**config.mk**
```make
export PLATFORM = sky130hd
export DESIGN_NAME = fetch_unit
export DESIGN_NICKNAME = d
export VERILOG_FILES = /design/src/rtl/fetch_pkg.sv /design/src/rtl/fetch_unit.sv
export SDC_FILE = /design/constraint.sdc
export NUM_CORES = 1
export LEC_CHECK = 0
export CORE_MARGIN = 2
export CORE_UTILIZATION = 40
export CTS_CLUSTER_SIZE = 24
export DETAILED_ROUTE_END_ITERATION = 10
export PLACE_DENSITY = 0.69
export SETUP_SLACK_MARGIN = 0.4
export SYNTH_ARGS = -nofsm -noshare
export SYNTH_HDL_FRONTEND = slang
export SYNTH_SLANG_ARGS = --single-unit
```
**constraint.sdc**
```tcl
create_clock -name clk -period 4.6 [get_ports clk]
set_input_delay 0.69 -clock clk [delete_from_list [all_inputs] [get_ports clk]]
set_output_delay 0.69 -clock clk [all_outputs]
set_load 0.005 [all_outputs]
```
**src/rtl/fetch_pkg.sv**
```systemverilog
// fetch_pkg: shared state encoding and constants for the instruction fetch stage
package fetch_pkg;
  localparam logic [1:0] REQ = 2'd0;
  localparam logic [1:0] WAIT = 2'd1;
  localparam logic [1:0] HOLD = 2'd2;
  localparam logic [31:0] NOP_INSTR = 32'h0000_0013;
  localparam logic [31:0] RESET_PC = 32'h0000_0000;
  localparam logic [6:0] OPCODE_OP_IMM = 7'b0010011;
endpackage

```
**src/rtl/fetch_unit.sv**
```systemverilog
// fetch_unit: single-outstanding instruction fetch (pc, imem req/rsp, decode hand-off, redirect with in-flight kill)
module fetch_unit
  import fetch_pkg::*;
#(
  parameter logic [31:0] RESET_PC = fetch_pkg::RESET_PC,
  parameter logic [31:0] NOP_INSTR = fetch_pkg::NOP_INSTR
) (
  input  logic        clk,
  input  logic        rst,
  output logic        imem_req_valid,
  input  logic        imem_req_ready,
  output logic [31:0] imem_addr,
  input  logic        imem_rsp_valid,
  input  logic [31:0] imem_rsp_data,
  output logic [31:0] instr,
  output logic [6:0]  opcode,
  output logic [31:0] pc_out,
  output logic        instr_valid,
  input  logic        instr_ready,
  input  logic        redirect_valid,
  input  logic [31:0] redirect_target
);
  logic [1:0] state;
  logic [31:0] fetch_pc;
  logic [31:0] pc_next;
  logic kill;
  logic hs;
  logic stay_wait;
  assign hs = (state == REQ) && imem_req_ready;
  assign stay_wait = hs || (state == WAIT && !imem_rsp_valid);
  assign imem_req_valid = (state == REQ) && !rst;
  assign instr_valid = state == HOLD;
  assign imem_addr = fetch_pc;
  assign opcode = instr[6:0];
  always_ff @(posedge clk or posedge rst)
    if (rst) begin
      state <= REQ;
      fetch_pc <= RESET_PC;
      pc_next <= RESET_PC;
      pc_out <= RESET_PC;
      instr <= NOP_INSTR;
      kill <= 1'b0;
    end else if (redirect_valid) begin
      fetch_pc <= redirect_target & ~32'd3;
      state <= stay_wait ? WAIT : REQ;
      kill <= stay_wait;
    end else begin
      case (state)
        REQ: if (imem_req_ready) begin
          pc_next <= fetch_pc;
          fetch_pc <= fetch_pc + 32'd4;
          state <= WAIT;
        end
        WAIT: if (imem_rsp_valid) begin
          state <= kill ? REQ : HOLD;
          kill <= 1'b0;
          if (!kill) begin
            instr <= imem_rsp_data;
            pc_out <= pc_next;
          end
        end
        HOLD: if (instr_ready) state <= REQ;
        default: state <= REQ;
      endcase
    end
endmodule

```
==> results of run 1 <==
power by group:
group / total [mW] / switching (mW) / internal, mW
clock network: 1.31 / 0.445 / 0.863
registers: 1.71 / 0.223 / 1.49
logic: 1.21 / 0.344 / 0.869
through the flow:
stage / utilization, % / power (mW)
floorplan: - / 2.19
global placement: 54.1 / 2.92
detailed placement: 54.1 / 2.96
CTS: 58.5 / 4.29
global route: 58.5 / 4.48
finish: 58.5 / 4.24
metal layers:
layer	up-vias	routed length [um]	track usage (%)	share of wire, %
li1	1843	-	-	-
met1	1963	5440	22.6	43
met2	155	5970	29.8	47
met3	23	1060	7.12	8.4
met4	0	233	6.76	1.8
met5	-	0	0	0
flip-flops by register name (all words and copies together) (netlist names):
| name | flops |
|---|---|
| pc_next | 30 |
| instr | 32 |
| imem_addr | 30 |
| state | 2 |
| kill | 1 |
| pc_out | 30 |
Yosys cell counts (5+ instances only):
cell      number  area share [%]
nand4_1        5            0.58
dfrtp_1      122              56
o21ai_0       16             1.5
or4_1         14             1.9
buf_2          5            0.46
nand3_1       12             1.1
a31oi_1       17             2.0
xor2_1         7             1.1
mux2_2        92              19
and3_1         5            0.58
buf_4         11             1.5
o31ai_1       13             1.8
nand2_1       24             1.7
clkbuf_1      14            0.97
nor2_1        23             1.6
area by class of cell:
| class | count | area share, % |
|---|---|---|
| Clock buffer | 25 | 6.52 |
| Clock inverter | 6 | 1.07 |
| Inverter | 5 | 0.274 |
| Multi-Input combinational cell | 262 | 26.8 |
| Sequential cell | 125 | 40.4 |
| Tap cell | 176 | 2.84 |
| Timing Repair Buffer | 172 | 22.1 |
final timing paths:
path	start	end	slack, ns	cells past startpoint
max in group asynchronous	rst	instr[0]	2.87	3
min in group asynchronous	rst	pc_out[6]	0.75	2
max	imem_req_ready	pc_next[25]	1.90	4
min	pc_next[6]	pc_out[6]	0.50	1
min reg2reg	pc_next[6]	pc_out[6]	0.50	1
max reg2reg	state[0]	pc_next[25]	2.24	3
kinds of logic after synthesis:
group	share of synthesized area [%]
DFF	57.8
and+or+nand+nor	10.6
muxes	19.5
AOI/OAI and AO/OA	5.82
buffers and inverters	4.18
xor gates and xnor gates	1.78
adders and majority gates	0.231
other	0.0693
worst max-delay path, stage by stage:
cell and delay, ns:
clkdlybuf4s50_1 0.55, or3b_1 0.51, nor2_4 0.81, mux2_2 0.43
==> reports/metrics.csv, run 1 <==
stage,metric,value,unit
die,core,13200,sq um
sta,rsz0062_at_grt,no,
detailed_routing,first_iter_violations,172,
clock_network,cts_sinks,125,
clock_network,clockRootBuffer,clkbuf_16,
sta,finalHoldViolations,0,
final_layout,drive_gt1_share,23.0,%
pwr,p_per_area,546,nW/um^2
die,initial_utilization,40.9,%
clock_network,cts-resized-gates,0,
clock_network,cts_buffers,17,
detailed_routing,vias,3984,
synth,synth-edff-count,0,
worst_hold_path,min_path_type,reg -> reg,
clock_network,cts_tree,yes,
sta,maxSlewViolCount,0,
global_routing,antenna_found_initial,0,
setup_path,end_kind,flop,
setup_path,critPathKind,in -> reg,
sta,max_freq,370,MHz
clock_network,cts_buffer_depth,2,
sta,clock_skew,0.00660,ns
sta,worst_pin_slew,1.01,ns
final_layout,final_common_cell,clkdlybuf4s50_1,
final_layout,multiInputGateArea,2080,sq um
die,die_w,120,um
synth,syn_inst,423,
detailed_routing,ant_nets,0,
clock_network,h-tree-depth,4,
setup_path,crit_required,4.89,ns
synth,synth_seq_area_share,57.8,%
sta,max-slew-margin-rel,32.7,%
placement,place_ws,1.47,ns
detailed_routing,route.detailed.drc,0,
synth,yosysWarnings,0,
clock_network,cts_setup_buffers,0,
pwr,p_leak,3.20,nW
placement,gp_congestion,0.745,
placement,dpl_cell_area,7160,sq um
global_routing,grt_pass1_vias,4094,
final_layout,area_growth_syn_to_layout,43.1,%
detailed_routing,firstDrtPassIters,4,
sta,fin_setup_tns,0,ns
sta,fin_ws,1.90,ns
synth,synth_area,5410,sq um
die,rows,42,
clock_network,clk_pin_slew_worst_paths,0.05,ns
clock_network,cts_hold_repair.buffers,0,
global_routing,grt_usage,18.5,%
detailed_routing,viasPerCell,5.17,
clock_network,clkLatencyLatePin,0.41,ns
final_layout,final_cell_mix,"clkdlybuf4s50_1, dfrtp_1, mux2_2, nand2_1, nor2_1",
synth,synthFlopType,dfrtp_1,
global_routing,overflow,0,
outcome,status,"complete, no violations",
placement,port_buffers,168,
final_layout,final_cells,771,
final_layout,seq_area,3130,sq um
synth,synth-seq-cells,125,
setup_path,cp_max_fo,30,
synth,async_reset_ff_share,100,%
global_routing,grt_start_max_net_pins,54,
global_routing,grt_pass1_wl,20700,um
synth,syn_area_per_cell,12.8,sq um
final_layout,fin_area,7750,sq um
die,die_h,120,um
placement,placedCellCount,740,
sta,setup_violations,0,
setup_path,cp-start-kind,input pin,
die,die_area,14500,sq um
sta,period_minus_slack,2.70,ns
synth,synth_cell_types,39,
setup_path,critPathArrivalTime,2.99,ns
final_layout,fillerInstances,1119,
run,maxCapViolations,0,
sta,period_share,58.8,%
final_layout,diodes,0,
pwr,vdd_drop_max,0.000313,V
sta,whs,0.496,ns
detailed_routing,wire_per_inst,16.5,um
final_layout,nets,654,
detailed_routing,wirelength,12700,um
placement,dpl.hpwl,8580,um
die,io_pins,175,
No activity file was read; power rests on OpenSTA's default activity.
==> run 2, diff against run 1 <==
clock period = 2.74 ns   (was 4.6 ns; I/O delays follow)
==> run 2 against run 1 <==
  * Worst hold slack improved by 0.0035 ns
  * Power is 64% higher
  * Largest power group unchanged
  * Clock-buffer cell count grew 3
  * Clock skew grew 0.0049 ns
  * Clock power up 54%
  * Combinational power up 69%
  * Critical path type is now reg -> reg
  * Via count about the same
  * Routed wire length grew 1.6%
==> reports/metrics.csv, run 2 (synthesis gave the netlist of run 1 again) <==
stage,metric,value,unit,change
setup_path,crit_chain,and4_1 > nand4_4 > or4_1 > a31oi_1,,
final_layout,diodes,0,,unchanged
setup_path,crit_required,3.07,ns,-1.82 ns
final_layout,largest_reg_flops,32,,unchanged
global_routing,overflow,0,,unchanged
clock_network,h-tree-depth,4,,unchanged
clock_network,clkLatencyLatePin,0.41,ns,about the same
sta,fin_setup_tns,0,ns,unchanged
sta,period_minus_slack,2.03,ns,
sta,maxSlewViolCount,0,,unchanged
setup_path,r2r_start,imem_addr[8],,
detailed_routing,wire_per_inst,16.6,um,+0.81%
final_layout,drive_gt1_share,22.8,%,-0.23 points
worst_hold_path,min_path_type,reg -> reg,,
detailed_routing,wirelength,12900,um,+1.6%
clock_network,cts_tree,yes,,
final_layout,nets,659,,+0.76%
die,initial_utilization,40.9,%,unchanged
pwr,p_leak,3.20,nW,+0.16%
die,die_w,120,um,unchanged
die,core,13200,sq um,unchanged
sta,worst_pin_slew,0.653,ns,-0.355 ns
setup_path,critPathArrivalTime,2.36,ns,-0.63 ns
setup_path,cp-start-kind,flop,,
clock_network,clockRootBuffer,clkbuf_16,,
die,rows,42,,unchanged
final_layout,final_common_cell,clkdlybuf4s50_1,,
sta,setup_violations,0,,unchanged
clock_network,cts_hold_repair.buffers,0,,unchanged
clock_network,clk_pin_slew_worst_paths,0.05,ns,about the same
final_layout,area_growth_syn_to_layout,43.4,%,
die,io_pins,175,,unchanged
final_layout,fin_area,7770,sq um,+0.21%
global_routing,grt_pass1_wl,20700,um,-0.43%
setup_path,end_kind,flop,,
placement,gp_congestion,0.712,,-4.4%
setup_path,cp_max_fo,26,,-13%
global_routing,grt_usage,18.5,%,+0.067 points
placement,dpl_cell_area,7230,sq um,+0.89%
worst_hold_path,min_from,pc_out[21],,
sta,clock_skew,0.0115,ns,+0.00486 ns
detailed_routing,ant_nets,0,,unchanged
detailed_routing,first_iter_violations,174,,+1.2%
sta,max_freq,492,MHz,
setup_path,cpPeakStageDelay,0.59,ns,-0.22 ns
sta,period_share,74.2,%,
setup_path,critPathKind,reg -> reg,,
global_routing,grt_pass1_vias,4105,,+0.27%
pwr,p_per_area,896,nW/um^2,+64%
clock_network,cts_buffer_depth,2,,unchanged
die,die_h,120,um,unchanged
setup_path,crit_buf_inv,0,,-1
detailed_routing,route.detailed.drc,0,,unchanged
sta,max-slew-margin-rel,56.5,%,+24 points
final_layout,final_cell_mix,"clkdlybuf4s50_1, dfrtp_1, mux2_2, nand2_1, nor2_1",,
detailed_routing,vias,3987,,+0.075%
placement,port_buffers,168,,unchanged
setup_path,critPathLaunch,imem_addr[8],,
die,die_area,14500,sq um,unchanged
global_routing,antenna_found_initial,0,,unchanged
placement,dpl.hpwl,8830,um,+3.0%
detailed_routing,firstDrtPassIters,4,,unchanged
detailed_routing,viasPerCell,5.13,,-0.70%
run,maxCapViolations,0,,unchanged
outcome,status,"complete, no violations",,
clock_network,cts_sinks,125,,unchanged
sta,finalHoldViolations,0,,unchanged
setup_path,critPathSlowestCell,or4_1,,
final_layout,top_register,instr,,
sta,rsz0062_at_grt,no,,
clock_network,cts_buffers,17,,unchanged
global_routing,grt_start_max_net_pins,126,,+130%
pwr,vdd_drop_max,0.000438,V,+40%
setup_path,cp_top_family,simple AND/OR/NAND/NOR gates,,
[run 2: cell types whose count changed in the layout (fill, tap and decap cells not counted), sizes merged]
cell,before,now
clkbuf,25,28
bufinv,2,1
buf,4,9
inv,4,3
[run 2: repair_timing]
action / in CTS / in global routing
setup endpoints to repair: 0 / 7
buffers inserted: 0 / 0
resized for setup: 0 / 1
[run 2: stage by stage]
step | util (%) | hold slack, ns | setup slack, ns | total power [mW] | std cells
floorplan | - | 0.477 | 0.792 | 3.68 | 426
global placement | 54.6 | 0.485 | 0.396 | 4.91 | 745
detailed placement | 54.6 | 0.493 | 0.350 | 5.00 | 745
CTS | 58.6 | 0.504 | 0.477 | 7.06 | 777
global route | 58.6 | 0.513 | 0.532 | 7.35 | 777
finish | 58.6 | 0.500 | 0.706 | 6.95 | 777
[run 2: area by class of cell]
class / count / area [sq um]
fillers: 1115 / 5480
flip-flops and latches: 125 / 3130
multi-input cells: 262 / 2090
repair buffers: 177 / 1770
clock buffers: 28 / 487
well taps: 176 / 220
clock inverters: 4 / 45.0
inverters: 5 / 22.5
[run 2: per-layer routing]
metal | wire, um | up-vias | GRT usage, %
li1 | - | 1848 | -
met1 | 5440 | 1942 | 22.0
met2 | 6190 | 177 | 31.0
met3 | 1060 | 20 | 6.93
met4 | 224 | 0 | 6.32
met5 | 0 | - | 0
[run 2: path summary, 6_finish.rpt]
kind / endpoint / slack [ns] / cells past startpoint
setup / recovery: imem_addr[30] / 0.71 / 4
hold / removal: pc_out[21] / 0.50 / 1
setup reg to reg: imem_addr[30] / 0.71 / 4
hold reg to reg: pc_out[21] / 0.50 / 1
max in group asynchronous: instr[11] / 1.68 / 3
min in group asynchronous: state[0] / 0.58 / 3
[run 2: report_power, final]
group	total (mW)	internal (mW)	switching (mW)
clock network	2.02	1.29	0.727
registers	2.89	2.50	0.381
logic	2.05	1.47	0.584
total	6.95	5.26	1.69
==> run 3, diff against run 2 <==
PLACE_DENSITY = 0.72   (was 0.69)
clock period = 1.7 ns   (was 2.74 ns; I/O delays follow)
==> run 3 against run 2 <==
  * The run now ends with negative setup slack left
  * Sequential cell count is the same
  * Cell area up 28%
  * Largest power group unchanged
  * Largest cell class is now non-clock buffers
  * Sequential power up 62%
  * Critical path depth grew 1
  * Critical endpoint is now imem_addr[28]
  * Combinational power is 130% higher
==> reports/metrics.csv, run 3 (synthesis gave the netlist of run 1 again) <==
stage,metric,value,unit,change
outcome,status,"finished, violations left",,
outcome,violations,negative setup slack,,
sta,maxSlewViolCount,0,,unchanged
clock_network,cts_hold_repair.buffers,0,,unchanged
pwr,p_leak,4.62,nW,+44%
die,die_h,120,um,unchanged
die,die_w,120,um,unchanged
final_layout,diodes,0,,unchanged
sta,setup_violations,52,,+52
setup_path,cpPeakStageDelay,0.46,ns,-0.13 ns
die,core,13200,sq um,unchanged
sta,clock_skew,0.0107,ns,-0.000756 ns
setup_path,critPathKind,reg -> reg,,
detailed_routing,wirelength,19200,um,+49%
setup_path,end_kind,flop,,
detailed_routing,route.detailed.drc,0,,unchanged
detailed_routing,ant_nets,0,,unchanged
die,io_pins,175,,unchanged
sta,max_freq,524,MHz,+6.5%
setup_path,cp-start-kind,flop,,
clock_network,clk_pin_slew_worst_paths,0.06,ns,about the same
setup_path,cp_max_fo,10,,-62%
global_routing,grt_pass1_vias,5154,,+26%
sta,period_share,112,%,+38 points
worst_hold_path,min_path_type,in -> reg,,
clock_network,h-tree-depth,4,,unchanged
sta,whs,0.382,ns,-0.118 ns
setup_path,crit_buf_inv,1,,+1
detailed_routing,first_iter_violations,289,,+66%
global_routing,grt_start_max_net_pins,78,,-38%
clock_network,cts_sinks,125,,unchanged
global_routing,grt_usage,25.0,%,+6.4 points
clock_network,clkLatencyLatePin,0.42,ns,about the same
setup_path,crit_chain,buf_4 > and3_4 > nand4_1 > or4_1 > a31oi_1,,
global_routing,antenna_found_initial,1,,+1
sta,period_minus_slack,1.91,ns,-0.125 ns
placement,port_buffers,168,,unchanged
final_layout,final_cell_mix,"dfrtp_1, buf_6, mux2_4, buf_4, clkdlybuf4s50_1",,
sta,rsz0062_at_grt,yes,,
final_layout,final_core_util,74.9,%,+16 points
final_layout,top_register,instr,,
clock_network,cts_buffer_depth,2,,unchanged
sta,finalHoldViolations,0,,unchanged
pwr,p_per_area,1310,nW/um^2,+46%
global_routing,overflow,0,,unchanged
placement,dpl.hpwl,9430,um,+6.8%
clock_network,clockRootBuffer,clkbuf_16,,
placement,gp_congestion,0.758,,+6.4%
final_layout,final_common_cell,dfrtp_1,,
clock_network,cts_tree,yes,,
pwr,finalPower,13.0,mW,+86%
detailed_routing,wire_per_inst,20.8,um,+25%
die,rows,42,,unchanged
global_routing,grt_pass1_wl,27800,um,+35%
sta,fin_ws,-0.209,ns,-0.915 ns
run,maxCapViolations,0,,unchanged
detailed_routing,viasPerCell,5.32,,+3.6%
final_layout,largest_reg_flops,32,,unchanged
die,die_area,14500,sq um,unchanged
setup_path,crit_required,2.02,ns,-1.05 ns
setup_path,critPathSlowestCell,or4_1,,
final_layout,area_growth_syn_to_layout,83.1,%,
pwr,vdd_drop_max,0.000660,V,+51%
detailed_routing,vias,4912,,+23%
setup_path,cp_top_family,simple AND/OR/NAND/NOR gates,,
final_layout,nets,806,,+22%
die,initial_utilization,40.9,%,unchanged
clock_network,cts_buffers,17,,unchanged
detailed_routing,firstDrtPassIters,4,,unchanged
final_layout,drive_gt1_share,49.3,%,+27 points
final_layout,fillerInstances,813,,-27%
setup_path,critPathArrivalTime,2.22,ns,-0.14 ns
-- run 3: cell types whose count changed in the layout (fill, tap and decap cells not counted), sizes merged --
cell	before	now
buf	9	194
clkdlybuf4s15	0	52
bufinv	1	2
dlymetal6s2s	0	1
clkinv	4	6
nand3b	1	2
clkdlybuf4s50	168	67
nand4	6	8
clkinvlp	1	5
-- run 3: stage by stage --
step	instance area, sq um	setup TNS [ns]	setup WS, ns	std cells
2_1_floorplan	5590	-13.09	-0.152	426
3_3_place_gp	7710	-13.11	-0.360	795
3_5_place_dp	7710	-16.14	-0.411	795
4_1_cts	9450	-0.902	-0.0746	903
5_1_grt	9910	-5.21	-0.248	924
6_report	9910	-2.56	-0.209	924
-- run 3: layout make-up --
cell class	count	area [sq um]	area share (%)
clock buffers	21	480	4.85
clock inverters	11	115	1.16
inverters	5	22.5	0.227
multi-input cells	265	2580	26.0
flip-flops and latches	125	3130	31.6
well taps	176	220	2.22
repair buffers	321	3360	33.9
-- run 3: path summary, 6_finish.rpt --
kind / start / end / slack (ns) / depth (start not counted)
worst max-delay path: imem_addr[4] / imem_addr[28] / -0.21 / 5
max in group asynchronous: rst / instr[1] / 0.87 / 4
worst min register to register: instr[23] / instr[23] / 0.50 / 1
min in group asynchronous: rst / pc_next[6] / 0.40 / 4
worst max register to register: imem_addr[4] / imem_addr[28] / -0.21 / 5
worst min-delay path: redirect_target[7] / imem_addr[7] / 0.38 / 3
-- run 3: report_power, final --
part           leakage (nW)  internal (mW)  switching [mW]
clock network         0.287           2.30            1.35
logic                  2.86           3.15            1.49
registers              1.48           4.04           0.641
total                  4.62           9.48            3.48
-- run 3: repair_timing --
action | 4_1_cts | 5_1_grt
setup buffers | 64 | 21
endpoints found under the setup margin | 223 | 170
pin swaps | 17 | 15
resized for setup | 404 | 108
cloned | 12 | 0
hold endpoints to repair | 0 | 0
-- run 3: worst min-delay path: cells and delay by family --
kind / cells / cell delay (ns)
simple gates: 1 / 0.06
buf+inv: 1 / 0.39
compound gates: 1 / 0.06
-- run 3: per-layer routing --
layer | wire (um) | vias up | track usage [%]
li1 | - | 2161 | -
met1 | 7520 | 2469 | 29.6
met2 | 9710 | 246 | 43.5
met3 | 1560 | 36 | 6.98
met4 | 438 | 0 | 8.94
met5 | 0 | - | 0
